--- src/rtl/m6502_bus_ctrl_pkg.sv ---
// Shared definitions for the m6502 bus controller: region codes, FSM states
// and the default memory map.
package m6502_bus_pkg;

  typedef enum logic [1:0] {
    REG_RAM  = 2'd0,
    REG_ROM  = 2'd1,
    REG_IO   = 2'd2,
    REG_NONE = 2'd3
  } region_t;

  typedef enum logic [1:0] {
    ST_IDLE    = 2'd0,
    ST_MEM_RD  = 2'd1,
    ST_IO_WAIT = 2'd2,
    ST_DONE    = 2'd3
  } state_t;

  localparam int          RAM_AW     = 15;
  localparam int          ROM_AW     = 12;
  localparam logic [15:0] IO_BASE    = 16'hD000;
  localparam int          IO_AW      = 8;
  localparam int          IO_TIMEOUT = 16;

endpackage

--- src/rtl/m6502_bus_ctrl_if.sv ---
// CPU-side bus of the m6502 core: request strobes toward the controller,
// ready/read data back to the core.
interface m6502_bus_ctrl_if;
  logic [15:0] cpu_addr;
  logic        cpu_rd_req;
  logic        cpu_wr_en;
  logic [7:0]  cpu_wr_data;
  logic [7:0]  cpu_rd_data;
  logic        cpu_ready;

  modport master (
    output cpu_addr, cpu_rd_req, cpu_wr_en, cpu_wr_data,
    input  cpu_rd_data, cpu_ready
  );

  modport slave (
    input  cpu_addr, cpu_rd_req, cpu_wr_en, cpu_wr_data,
    output cpu_rd_data, cpu_ready
  );
endinterface

--- src/rtl/m6502_bus_ctrl_addr_decode.sv ---
// Combinational address decode: I/O window beats ROM beats RAM, anything
// else is unmapped. Local offsets are plain low-order slices.
module m6502_addr_decode
  import m6502_bus_pkg::*;
#(
  parameter int          RAM_AW  = m6502_bus_pkg::RAM_AW,
  parameter int          ROM_AW  = m6502_bus_pkg::ROM_AW,
  parameter logic [15:0] IO_BASE = m6502_bus_pkg::IO_BASE,
  parameter int          IO_AW   = m6502_bus_pkg::IO_AW
) (
  input  logic [15:0]       addr,
  output region_t           region,
  output logic [RAM_AW-1:0] ram_off,
  output logic [ROM_AW-1:0] rom_off,
  output logic [IO_AW-1:0]  io_off
);

  assign ram_off = addr[RAM_AW-1:0];
  assign rom_off = addr[ROM_AW-1:0];
  assign io_off  = addr[IO_AW-1:0];

  always_comb begin
    region = REG_NONE;
    if (addr[15:IO_AW] == IO_BASE[15:IO_AW])
      region = REG_IO;
    else if (&addr[15:ROM_AW])
      region = REG_ROM;
    else if (addr[15:RAM_AW] == '0)
      region = REG_RAM;
  end

endmodule

--- src/rtl/m6502_bus_ctrl.sv ---
// Bus controller between the m6502 core and RAM/ROM/I-O: wait-state FSM,
// I/O timeout counter and sticky bus-error capture.
//
//   state      | meaning
//   -----------+---------------------------------------------------------
//   ST_IDLE    | ready; samples cpu requests, RAM writes are posted here
//   ST_MEM_RD  | RAM/ROM address presented, memory producing data
//   ST_IO_WAIT | I/O strobe held, counting toward timeout
//   ST_DONE    | one-cycle completion, ready returns high on exit
module m6502_bus_ctrl
  import m6502_bus_pkg::*;
#(
  parameter int          RAM_AW     = m6502_bus_pkg::RAM_AW,
  parameter int          ROM_AW     = m6502_bus_pkg::ROM_AW,
  parameter logic [15:0] IO_BASE    = m6502_bus_pkg::IO_BASE,
  parameter int          IO_AW      = m6502_bus_pkg::IO_AW,
  parameter int          IO_TIMEOUT = m6502_bus_pkg::IO_TIMEOUT
) (
  input  logic              clk,
  input  logic              reset_n,
  m6502_bus_ctrl_if.slave   cpu,
  output logic [RAM_AW-1:0] ram_addr,
  output logic              ram_wr_en,
  output logic [7:0]        ram_wr_data,
  input  logic [7:0]        ram_rd_data,
  output logic [ROM_AW-1:0] rom_addr,
  input  logic [7:0]        rom_rd_data,
  output logic [IO_AW-1:0]  io_addr,
  output logic              io_rd_req,
  output logic              io_wr_en,
  output logic [7:0]        io_wr_data,
  input  logic [7:0]        io_rd_data,
  input  logic              io_ack,
  output logic              bus_err,
  output logic [15:0]       bus_err_addr
);

  localparam logic [7:0] IO_TC = 8'(IO_TIMEOUT - 1);

  state_t            state, state_nxt;
  region_t           region, rd_region;
  logic [RAM_AW-1:0] ram_off;
  logic [ROM_AW-1:0] rom_off;
  logic [IO_AW-1:0]  io_off;
  logic [7:0]        io_cnt;
  logic [15:0]       req_addr;
  logic [7:0]        rd_data_q;
  logic              ready_q;
  logic              wr, rd, conflict, io_tc;

  m6502_addr_decode #(
    .RAM_AW (RAM_AW),
    .ROM_AW (ROM_AW),
    .IO_BASE(IO_BASE),
    .IO_AW  (IO_AW)
  ) u_decode (
    .addr   (cpu.cpu_addr),
    .region (region),
    .ram_off(ram_off),
    .rom_off(rom_off),
    .io_off (io_off)
  );

  // A write always wins over a simultaneous read strobe.
  assign wr       = cpu.cpu_wr_en;
  assign rd       = cpu.cpu_rd_req & ~cpu.cpu_wr_en;
  assign conflict = cpu.cpu_rd_req & cpu.cpu_wr_en;
  assign io_tc    = (io_cnt == IO_TC);

  assign cpu.cpu_rd_data = rd_data_q;
  assign cpu.cpu_ready   = ready_q;

  always_ff @(posedge clk) begin
    if (!reset_n) state <= ST_IDLE;
    else          state <= state_nxt;
  end

  always_comb begin
    state_nxt = state;
    case (state)
      ST_IDLE: begin
        if (wr) begin
          if (region == REG_IO) state_nxt = ST_IO_WAIT;
        end else if (rd) begin
          case (region)
            REG_RAM, REG_ROM: state_nxt = ST_MEM_RD;
            REG_IO:           state_nxt = ST_IO_WAIT;
            default:          state_nxt = ST_DONE;
          endcase
        end
      end
      ST_MEM_RD:  state_nxt = ST_DONE;
      ST_IO_WAIT: if (io_ack || io_tc) state_nxt = ST_DONE;
      ST_DONE:    state_nxt = ST_IDLE;
      default:    state_nxt = ST_IDLE;
    endcase
  end

  always_ff @(posedge clk) begin
    if (!reset_n) begin
      ram_addr     <= '0;
      ram_wr_en    <= 1'b0;
      ram_wr_data  <= '0;
      rom_addr     <= '0;
      io_addr      <= '0;
      io_rd_req    <= 1'b0;
      io_wr_en     <= 1'b0;
      io_wr_data   <= '0;
      io_cnt       <= '0;
      req_addr     <= '0;
      rd_region    <= REG_NONE;
      rd_data_q    <= 8'h00;
      ready_q      <= 1'b1;
      bus_err      <= 1'b0;
      bus_err_addr <= '0;
    end else begin
      ram_wr_en <= 1'b0;
      case (state)
        ST_IDLE: begin
          rd_region <= region;
          req_addr  <= cpu.cpu_addr;
          io_cnt    <= '0;
          if (conflict) begin
            bus_err <= 1'b1;
            if (!bus_err) bus_err_addr <= cpu.cpu_addr;
          end
          if (wr) begin
            if (region == REG_RAM) begin
              ram_addr    <= ram_off;
              ram_wr_data <= cpu.cpu_wr_data;
              ram_wr_en   <= 1'b1;
            end else if (region == REG_IO) begin
              io_addr    <= io_off;
              io_wr_data <= cpu.cpu_wr_data;
              io_wr_en   <= 1'b1;
              ready_q    <= 1'b0;
            end
          end else if (rd) begin
            ready_q <= 1'b0;
            case (region)
              REG_RAM: ram_addr <= ram_off;
              REG_ROM: rom_addr <= rom_off;
              REG_IO: begin
                io_addr   <= io_off;
                io_rd_req <= 1'b1;
              end
              default: rd_data_q <= 8'hFF;
            endcase
          end
        end
        ST_IO_WAIT: begin
          if (io_ack) begin
            io_rd_req <= 1'b0;
            io_wr_en  <= 1'b0;
            if (io_rd_req) rd_data_q <= io_rd_data;
          end else if (io_tc) begin
            io_rd_req <= 1'b0;
            io_wr_en  <= 1'b0;
            if (io_rd_req) rd_data_q <= 8'hFF;
            bus_err <= 1'b1;
            if (!bus_err) bus_err_addr <= req_addr;
          end else begin
            io_cnt <= io_cnt + 8'd1;
          end
        end
        ST_DONE: begin
          // Memory data is taken here so a registered-output RAM/ROM has settled.
          ready_q <= 1'b1;
          if (rd_region == REG_RAM)      rd_data_q <= ram_rd_data;
          else if (rd_region == REG_ROM) rd_data_q <= rom_rd_data;
        end
        default: ;
      endcase
    end
  end

endmodule

--- src/flat_wrapper.sv ---
// flat-port wrapper written by rule: the top's interface ports become plain ports
module m6502_bus_ctrl_flat import m6502_bus_pkg::*;
#(
  parameter int          RAM_AW     = m6502_bus_pkg::RAM_AW,
  parameter int          ROM_AW     = m6502_bus_pkg::ROM_AW,
  parameter logic [15:0] IO_BASE    = m6502_bus_pkg::IO_BASE,
  parameter int          IO_AW      = m6502_bus_pkg::IO_AW,
  parameter int          IO_TIMEOUT = m6502_bus_pkg::IO_TIMEOUT
)
  (clk, reset_n, ram_addr, ram_wr_en, ram_wr_data, ram_rd_data, rom_addr, rom_rd_data, io_addr, io_rd_req, io_wr_en, io_wr_data, io_rd_data, io_ack, bus_err, bus_err_addr, cpu_cpu_addr, cpu_cpu_rd_req, cpu_cpu_wr_en, cpu_cpu_wr_data, cpu_cpu_rd_data, cpu_cpu_ready);
  m6502_bus_ctrl_if cpu_i ();
  input  logic clk;
  input  logic reset_n;
  output logic [RAM_AW-1:0] ram_addr;
  output logic ram_wr_en;
  output logic [7:0] ram_wr_data;
  input  logic [7:0] ram_rd_data;
  output logic [ROM_AW-1:0] rom_addr;
  input  logic [7:0] rom_rd_data;
  output logic [IO_AW-1:0] io_addr;
  output logic io_rd_req;
  output logic io_wr_en;
  output logic [7:0] io_wr_data;
  input  logic [7:0] io_rd_data;
  input  logic io_ack;
  output logic bus_err;
  output logic [15:0] bus_err_addr;
  input wire logic [$bits(cpu_i.cpu_addr)-1:0] cpu_cpu_addr;
  input wire logic [$bits(cpu_i.cpu_rd_req)-1:0] cpu_cpu_rd_req;
  input wire logic [$bits(cpu_i.cpu_wr_en)-1:0] cpu_cpu_wr_en;
  input wire logic [$bits(cpu_i.cpu_wr_data)-1:0] cpu_cpu_wr_data;
  output wire logic [$bits(cpu_i.cpu_rd_data)-1:0] cpu_cpu_rd_data;
  output wire logic [$bits(cpu_i.cpu_ready)-1:0] cpu_cpu_ready;
  assign cpu_i.cpu_addr = cpu_cpu_addr;
  assign cpu_i.cpu_rd_req = cpu_cpu_rd_req;
  assign cpu_i.cpu_wr_en = cpu_cpu_wr_en;
  assign cpu_i.cpu_wr_data = cpu_cpu_wr_data;
  assign cpu_cpu_rd_data = cpu_i.cpu_rd_data;
  assign cpu_cpu_ready = cpu_i.cpu_ready;
  m6502_bus_ctrl #(.RAM_AW(RAM_AW), .ROM_AW(ROM_AW), .IO_BASE(IO_BASE), .IO_AW(IO_AW), .IO_TIMEOUT(IO_TIMEOUT)) u_core (.clk(clk), .reset_n(reset_n), .cpu(cpu_i), .ram_addr(ram_addr), .ram_wr_en(ram_wr_en), .ram_wr_data(ram_wr_data), .ram_rd_data(ram_rd_data), .rom_addr(rom_addr), .rom_rd_data(rom_rd_data), .io_addr(io_addr), .io_rd_req(io_rd_req), .io_wr_en(io_wr_en), .io_wr_data(io_wr_data), .io_rd_data(io_rd_data), .io_ack(io_ack), .bus_err(bus_err), .bus_err_addr(bus_err_addr));
endmodule
--- config.mk ---
export PLATFORM = sky130hd
export DESIGN_NAME = m6502_bus_ctrl_flat
export DESIGN_NICKNAME = d
export VERILOG_FILES = /design/src/rtl/m6502_bus_ctrl_pkg.sv /design/src/rtl/m6502_bus_ctrl_if.sv /design/src/rtl/m6502_bus_ctrl_addr_decode.sv /design/src/rtl/m6502_bus_ctrl.sv /design/src/flat_wrapper.sv
export SDC_FILE = /design/constraint.sdc
export NUM_CORES = 1
export LEC_CHECK = 0
export CORE_MARGIN = 5
export CORE_UTILIZATION = 43
export DETAILED_ROUTE_END_ITERATION = 16
export PLACE_DENSITY = 0.84
export SLEW_MARGIN = 40
export SYNTH_ARGS = -nofsm -noshare
export SYNTH_HDL_FRONTEND = slang
export SYNTH_SLANG_ARGS = --single-unit
--- constraint.sdc ---
create_clock -name clk -period 2.1 [get_ports clk]
set_input_delay 0.21 -clock clk [delete_from_list [all_inputs] [get_ports clk]]
set_output_delay 0.21 -clock clk [all_outputs]
set_load 0.02 [all_outputs]
After elaboration in Yosys (flattened, before gate mapping). Cells that the tools add are included.

Register bits: 108. Input port bits: 53. Output and inout port bits: 80. Word-level logic and storage cells: 128.

Add/subtract/negate cells: 1. Equality and inequality tests: 28. Mux-type cells: 54. Bitwise gates (word level): 4. Reduce and logical (&&, ||, !) cells: 25.

Operators with widths (number): 8-bit 2-to-1 mux (15); 16-bit 2-to-1 mux (5); 15-bit 2-to-1 mux (3); 16-bit case mux with 2 select lines (1); 8-bit case mux with 3 select lines (1); 4-bit AND reduction (5); 2-bit != test (second input constant) (9); 8-bit case mux with 2 select lines (1); 1-bit 2-to-1 mux (15); 3-bit AND reduction (5); 2-bit 2-to-1 mux (7); 2-bit by 1-bit != test with 1-bit output (second input constant) (6); 5-bit AND reduction (2); 3-bit by 2-bit != test with 1-bit output (second input constant) (3); 8-bit by 1-bit adder with 8-bit output (second input constant) (1); 8-bit by 4-bit == test with 1-bit output (second input constant) (1); 8-bit == test (second input constant) (1); 1-bit case mux with 2 select lines (4); 2-bit case mux with 4 select lines (1); 7-bit AND reduction (1); 2-bit by 1-bit == test with 1-bit output (second input constant) (3); 2-bit == test (second input constant) (3); 2-bit logical NOT (3); 6-bit AND reduction (1); 11 further kinds (15).

Depth between registers and ports, before layout.
Depth in word-level cells: 9. Mapped depth: 9.

Cells and area by module. From an unflattened synthesis, not the netlist that was laid out.

Cells, all modules: 550. Area total of the unflattened synthesis: 4916.0 µm².

Modules (own cells, without submodules): m6502_bus_ctrl (times used 1, cells each 510, area an instance 4616.9 µm², sequential area each 2162.1 µm²); m6502_addr_decode (times used 1, cells each 40, area an instance 299.0 µm², sequential area each 0.0 µm²).

Least setup slack after synthesis. No wires, ideal clock.

Path type: register to register. Start: register u_core.state[0]. End: register u_core.bus_err_addr[10]. Library setup time: 0.116 ns. Arrival: 1.851 ns. Data required time: 1.984 ns. Slack: 0.133 ns. Cell stages (with the launch flop): 10. Path buffers: 2. Period minus slack after synthesis: 1.967 ns. Path through: dfxtp_1 > inv_1 > ha_1 > clkbuf_1 > nor2b_1 > a31oi_1 > a211oi_1 > buf_2 > nand2_1 > o211a_1.

Longest elaborated chain between the ends: 3.

Ends and longest elaborated chain: start, declared (line m6502_bus_ctrl.sv:40) `state_t state, state_nxt;`; start signal, assigned (line m6502_bus_ctrl.sv:75) `else state <= state_nxt;`; 2-bit == test or 2-bit logical NOT (tied branches) (line m6502_bus_ctrl.sv:118) `case (state)`; 2-bit != test (no source line) (tied with other cells); 6-bit AND reduction (no source line); end signal, assigned (line m6502_bus_ctrl.sv:125) `if (!bus_err) bus_err_addr <= cpu.cpu_addr;`; end signal, assigned (line m6502_bus_ctrl.sv:161) `if (!bus_err) bus_err_addr <= req_addr;`; end, declared (line m6502_bus_ctrl.sv:35) `output logic [15:0] bus_err_addr`.

Several ways; a longest one is shown, not always the timed one. A chain may end at the register's enable or synchronous reset.

Worst setup path in the final report.
Start: register u_core.state[0]. End: register u_core.rd_data_q[4], in the netlist u_core.cpu.cpu_rd_data[4].

Longest elaborated chain between the ends: 3.

Ends and longest elaborated chain: 2-bit == test or 2-bit logical NOT (tied branches) (line m6502_bus_ctrl.sv:118); 3-bit by 1-bit != test with 1-bit output (no source line) (tied with other cells); 7-bit AND reduction (no source line); end signal, assigned (line m6502_bus_ctrl.sv:155) `if (io_rd_req) rd_data_q <= io_rd_data;`; end signal, assigned (line m6502_bus_ctrl.sv:169) `if (rd_region == REG_RAM) rd_data_q <= ram_rd_data;`; end signal, assigned (line m6502_bus_ctrl.sv:170) `else if (rd_region == REG_ROM) rd_data_q <= rom_rd_data;`; end, declared (line m6502_bus_ctrl.sv:47) `logic [7:0] rd_data_q;`.

Several ways; a longest one is shown, not always the timed one.

==> key figures <==
STA
  • Worst Max-Slew Pin Slew: 538.1 ps
  • Crit path time final: 1933 ps
  • Setup_tns: 0 ps
  • Clk_skew: about 16 ps
  • Max_slew headroom: around 64%
  • Top achievable clock speed: slightly above 500 MHz
  • Endpoints failing setup: 0
  • RSZ-0062 raised after global routing: no
  • Hold Violations, Final: 0
  • Final worst slack: roughly 170 ps
  • Slew Limit Fails: 0
  • Tcrit/Tclk final: around 90%

Power
  • Leak Pwr: around 2.8 nW
  • PD cells: between 1000 and 1500 mW/mm^2
  • Worst vdd ir: ~0.00085 V

Layout
  • Fin nets: a little over 700
  • Share of cells above drive strength 1: roughly 8.4%
  • Area delta synth->final: 38.80%

Yosys
  • Post-synth EDFFs: 0
  • Most common cell in the netlist: dfxtp_1
  • Simple-gate share of the synthesized area: around a fifth
  • Mux contribution to synthesized area: about 14%
  • Largest area contributor in the netlist: dfxtp_1
  • Compound-gate portion of the synthesized area: between 10% and 20%
  • Top cells by count, synth: 108 x dfxtp_1, 73 x nand2_1, 68 x mux2i_1
  • Post-Synthesis Cells: between 500 and 600
  • Syn_nets: between 500 and 600
  • Synth Area in XOR/XNOR: roughly 1.1%
  • Top cells by area, synth: dfxtp_1 45%, mux2i_1 14%, nor2b_1 6.3%
  • Main combinational cell family by area after synthesis: simple AND/OR/NAND/NOR gates
  • Synth Flop Type: dfxtp_1
  • Post-Syn Area per Cell: between 9 and 10 sq um
  • Synthesized area: between 0.004 and 0.005 sq mm
  • Part of the Yosys area used for sequential elements: a little under half
  • Synth unique cells: 39
  • Adder-cell share of the synthesized area: under 10%
  • Fraction of registers with async set or reset after synthesis: 0%
  • Yosys reg bits: 108
  • Area fraction of the dominant cell type after synthesis: 45.45%
  • Yosys warnings: 0

Detailed routing
  • Wire per inst: between 15 and 20 um
  • DRC: 0
  • Total wire length: roughly 13,000 um
  • Met3 WL post-DR: 1058 um
  • Met2 WL post-DR: ~6100 um
  • Met1 wire length: 5381 um
  • Initial DRC Count: about 220
  • DR vias: around 4,100
  • DR pass1 iterations: 4
  • Drt via density: ~5.2
  • Post-route ant nets: 0
  • Top Layer Used: met4

Critical path
  • Required time worst endpoint: 2350 ps
  • Largest fanout on the critical path: 8
  • Critical Path End Type: flip-flop
  • Setup CP Type: flip-flop to flip-flop
  • R2R depth: 8
  • Startpoint types: flip-flop
  • Arrival @ worst endpoint: about 2200 ps

Global route
  • Total GRT Usage: between 10% and 20%
  • Vias in the first global route: just over 4,000
  • Total global routing overflow: 0
  • Initial antenna violation count: 0
  • First-pass GRT wire length: 20,220 um
  • Largest net degree at the start of global routing: 73

Clock network
  • Longest Clk Path Bufs: 2
  • H-Tree Depth: 3
  • Insertion delay of the later-clocked pin in the worst-skew pair: 370 ps
  • Hold buffers post-CTS: 0
  • CTS buffer count: 9
  • Root buffer cell: clkbuf_8
  • CTS clock-pin slew for the worst setup and hold paths: 90 ps
  • CTS tree: done
  • CTS sink count: about 110
  • Setup Fix Bufs, Post-CTS: 0

Floorplanning
  • Initial core utilization: 43.88%
  • Die Height: between 100 and 150 um
  • Total die area: approximately 0.013 sq mm
  • Width of the die: approximately 120 um
  • # rows: 38
  • Core Box Area: approximately 0.011 sq mm
  • Io pins: about 130

Status
  • Outcome: completed

Place
  • DP Worst Slack: -146.4 ps
  • Hpwl dp: roughly 9700 um
  • IO buf count: roughly 130
  • RePlAce Congestion: approximately 0.85

Flow run
  • Max-Cap Viols: 0

Worst hold path
  • Hold Path Depth: 2
  • Hold Crit Class: input pin to flip-flop
-- metal layers --
layer | vias up | GRT usage, %
met5 | - | 0
met4 | 0 | 5.399
li1 | 2032 | -
met1 | 1942 | 22.82
met2 | 133 | 32.64
met3 | 13 | 6.526
-- state kept, by name, indices dropped and copies added (netlist names) --
name and cells:
u_core.ram_wr_data 8, u_core.io_addr 8, u_core.rd_region 2, u_core.rom_addr 12, u_core.state 2, u_core.cpu.cpu_rd_data 8
u_core.bus_err_addr 16, u_core.bus_err 1, u_core.io_wr_en 1, u_core.io_wr_data 8, u_core.cpu.cpu_ready 1, u_core.ram_wr_en 1
u_core.io_rd_req 1, u_core.io_cnt 8, u_core.req_addr 16, u_core.ram_addr 15
-- area by class of cell --
| class | instances | area [sq um] |
|---|---|---|
| well taps | 140 | 175.2 |
| inverters | 5 | 18.77 |
| clock inverters | 4 | 31.28 |
| clock buffers | 12 | 145.1 |
| repair buffers | 165 | 1602 |
| flip-flops and latches | 108 | 2162 |
| diodes | 2 | 5.005 |
| fillers | 914 | 4238 |
| multi-input cells | 362 | 2464 |
-- what timing repair did --
action                                  CTS  global route
hold endpoints to repair                  0             0
gates resized for setup                   0             3
endpoints found under the setup margin    0             2
-- kinds of logic after synthesis --
| group | after synthesis |
|---|---|
| simple gates | 184 |
| flops | 108 |
| compound gates | 99 |
| mux | 68 |
| buf+inv | 35 |
| xor+xnor | 6 |
| fa+ha+maj | 5 |
-- power breakdown --
part	internal [mW]	switching, mW	total [mW]
Clock	0.475	0.703	1.18
Combinational	1.50	1.75	3.25
Sequential	2.45	0.234	2.68
Total	4.43	2.69	7.11
-- worst max-delay path: stages, from the launching register on --
cell      delay [ps]
dfxtp_1          400
inv_1             80
ha_1             260
nand2b_1         110
a21oi_1           60
buf_4            160
a2111o_1         440
o21ai_0          210
a21boi_0         110
-- through the flow --
stage | util (%) | std cells | total power [mW] | instance area (sq um) | hold slack, ps
detailed placement | 59.07 | 780 | 5.982 | 6404 | 459.6
floorplan | - | 505 | 4.692 | 4757 | 354.9
global placement | 59.07 | 780 | 5.892 | 6404 | 451.8
global route | 60.86 | 796 | 7.547 | 6598 | 173.5
CTS | 60.70 | 796 | 7.154 | 6580 | 143.0
finish | 60.91 | 798 | 7.112 | 6603 | 165.8
-- cell usage in the layout, fill, tap and decap left out, drive strengths merged, types with 2 or more instances in the layout --
| cell | netlist | layout |
|---|---|---|
| nand2b | 16 | 16 |
| a31oi | 2 | 2 |
| o21ai | 25 | 25 |
| nor2b | 48 | 48 |
| nand2 | 73 | 73 |
| o21a | 2 | 2 |
| nor2 | 15 | 15 |
| o211ai | 2 | 2 |
| clkbuf | 19 | 12 |
| clkinv | 0 | 2 |
| and3 | 3 | 3 |
| and2 | 2 | 2 |
| inv | 5 | 7 |
| o211a | 16 | 16 |
| buf | 11 | 34 |
| diode | 0 | 2 |
| a21boi | 32 | 32 |
| a311o | 2 | 2 |
| dfxtp | 108 | 108 |
| nand3 | 21 | 21 |
| clkdlybuf4s50 | 0 | 131 |
| ha | 5 | 5 |
| xor2 | 5 | 5 |
| mux2i | 68 | 68 |
| a21oi | 13 | 13 |
-- path summary, 6_finish.rpt --
check	slack, ps	end	from
worst max-delay path	170	u_core.cpu.cpu_rd_data[4]	u_core.state[0]
worst min-delay path	170	u_core.rd_region[0]	reset_n
worst max register to register	170	u_core.cpu.cpu_rd_data[4]	u_core.state[0]
worst min register to register	470	u_core.ram_addr[12]	u_core.ram_addr[12]
(Power assumes the default switching activity.)
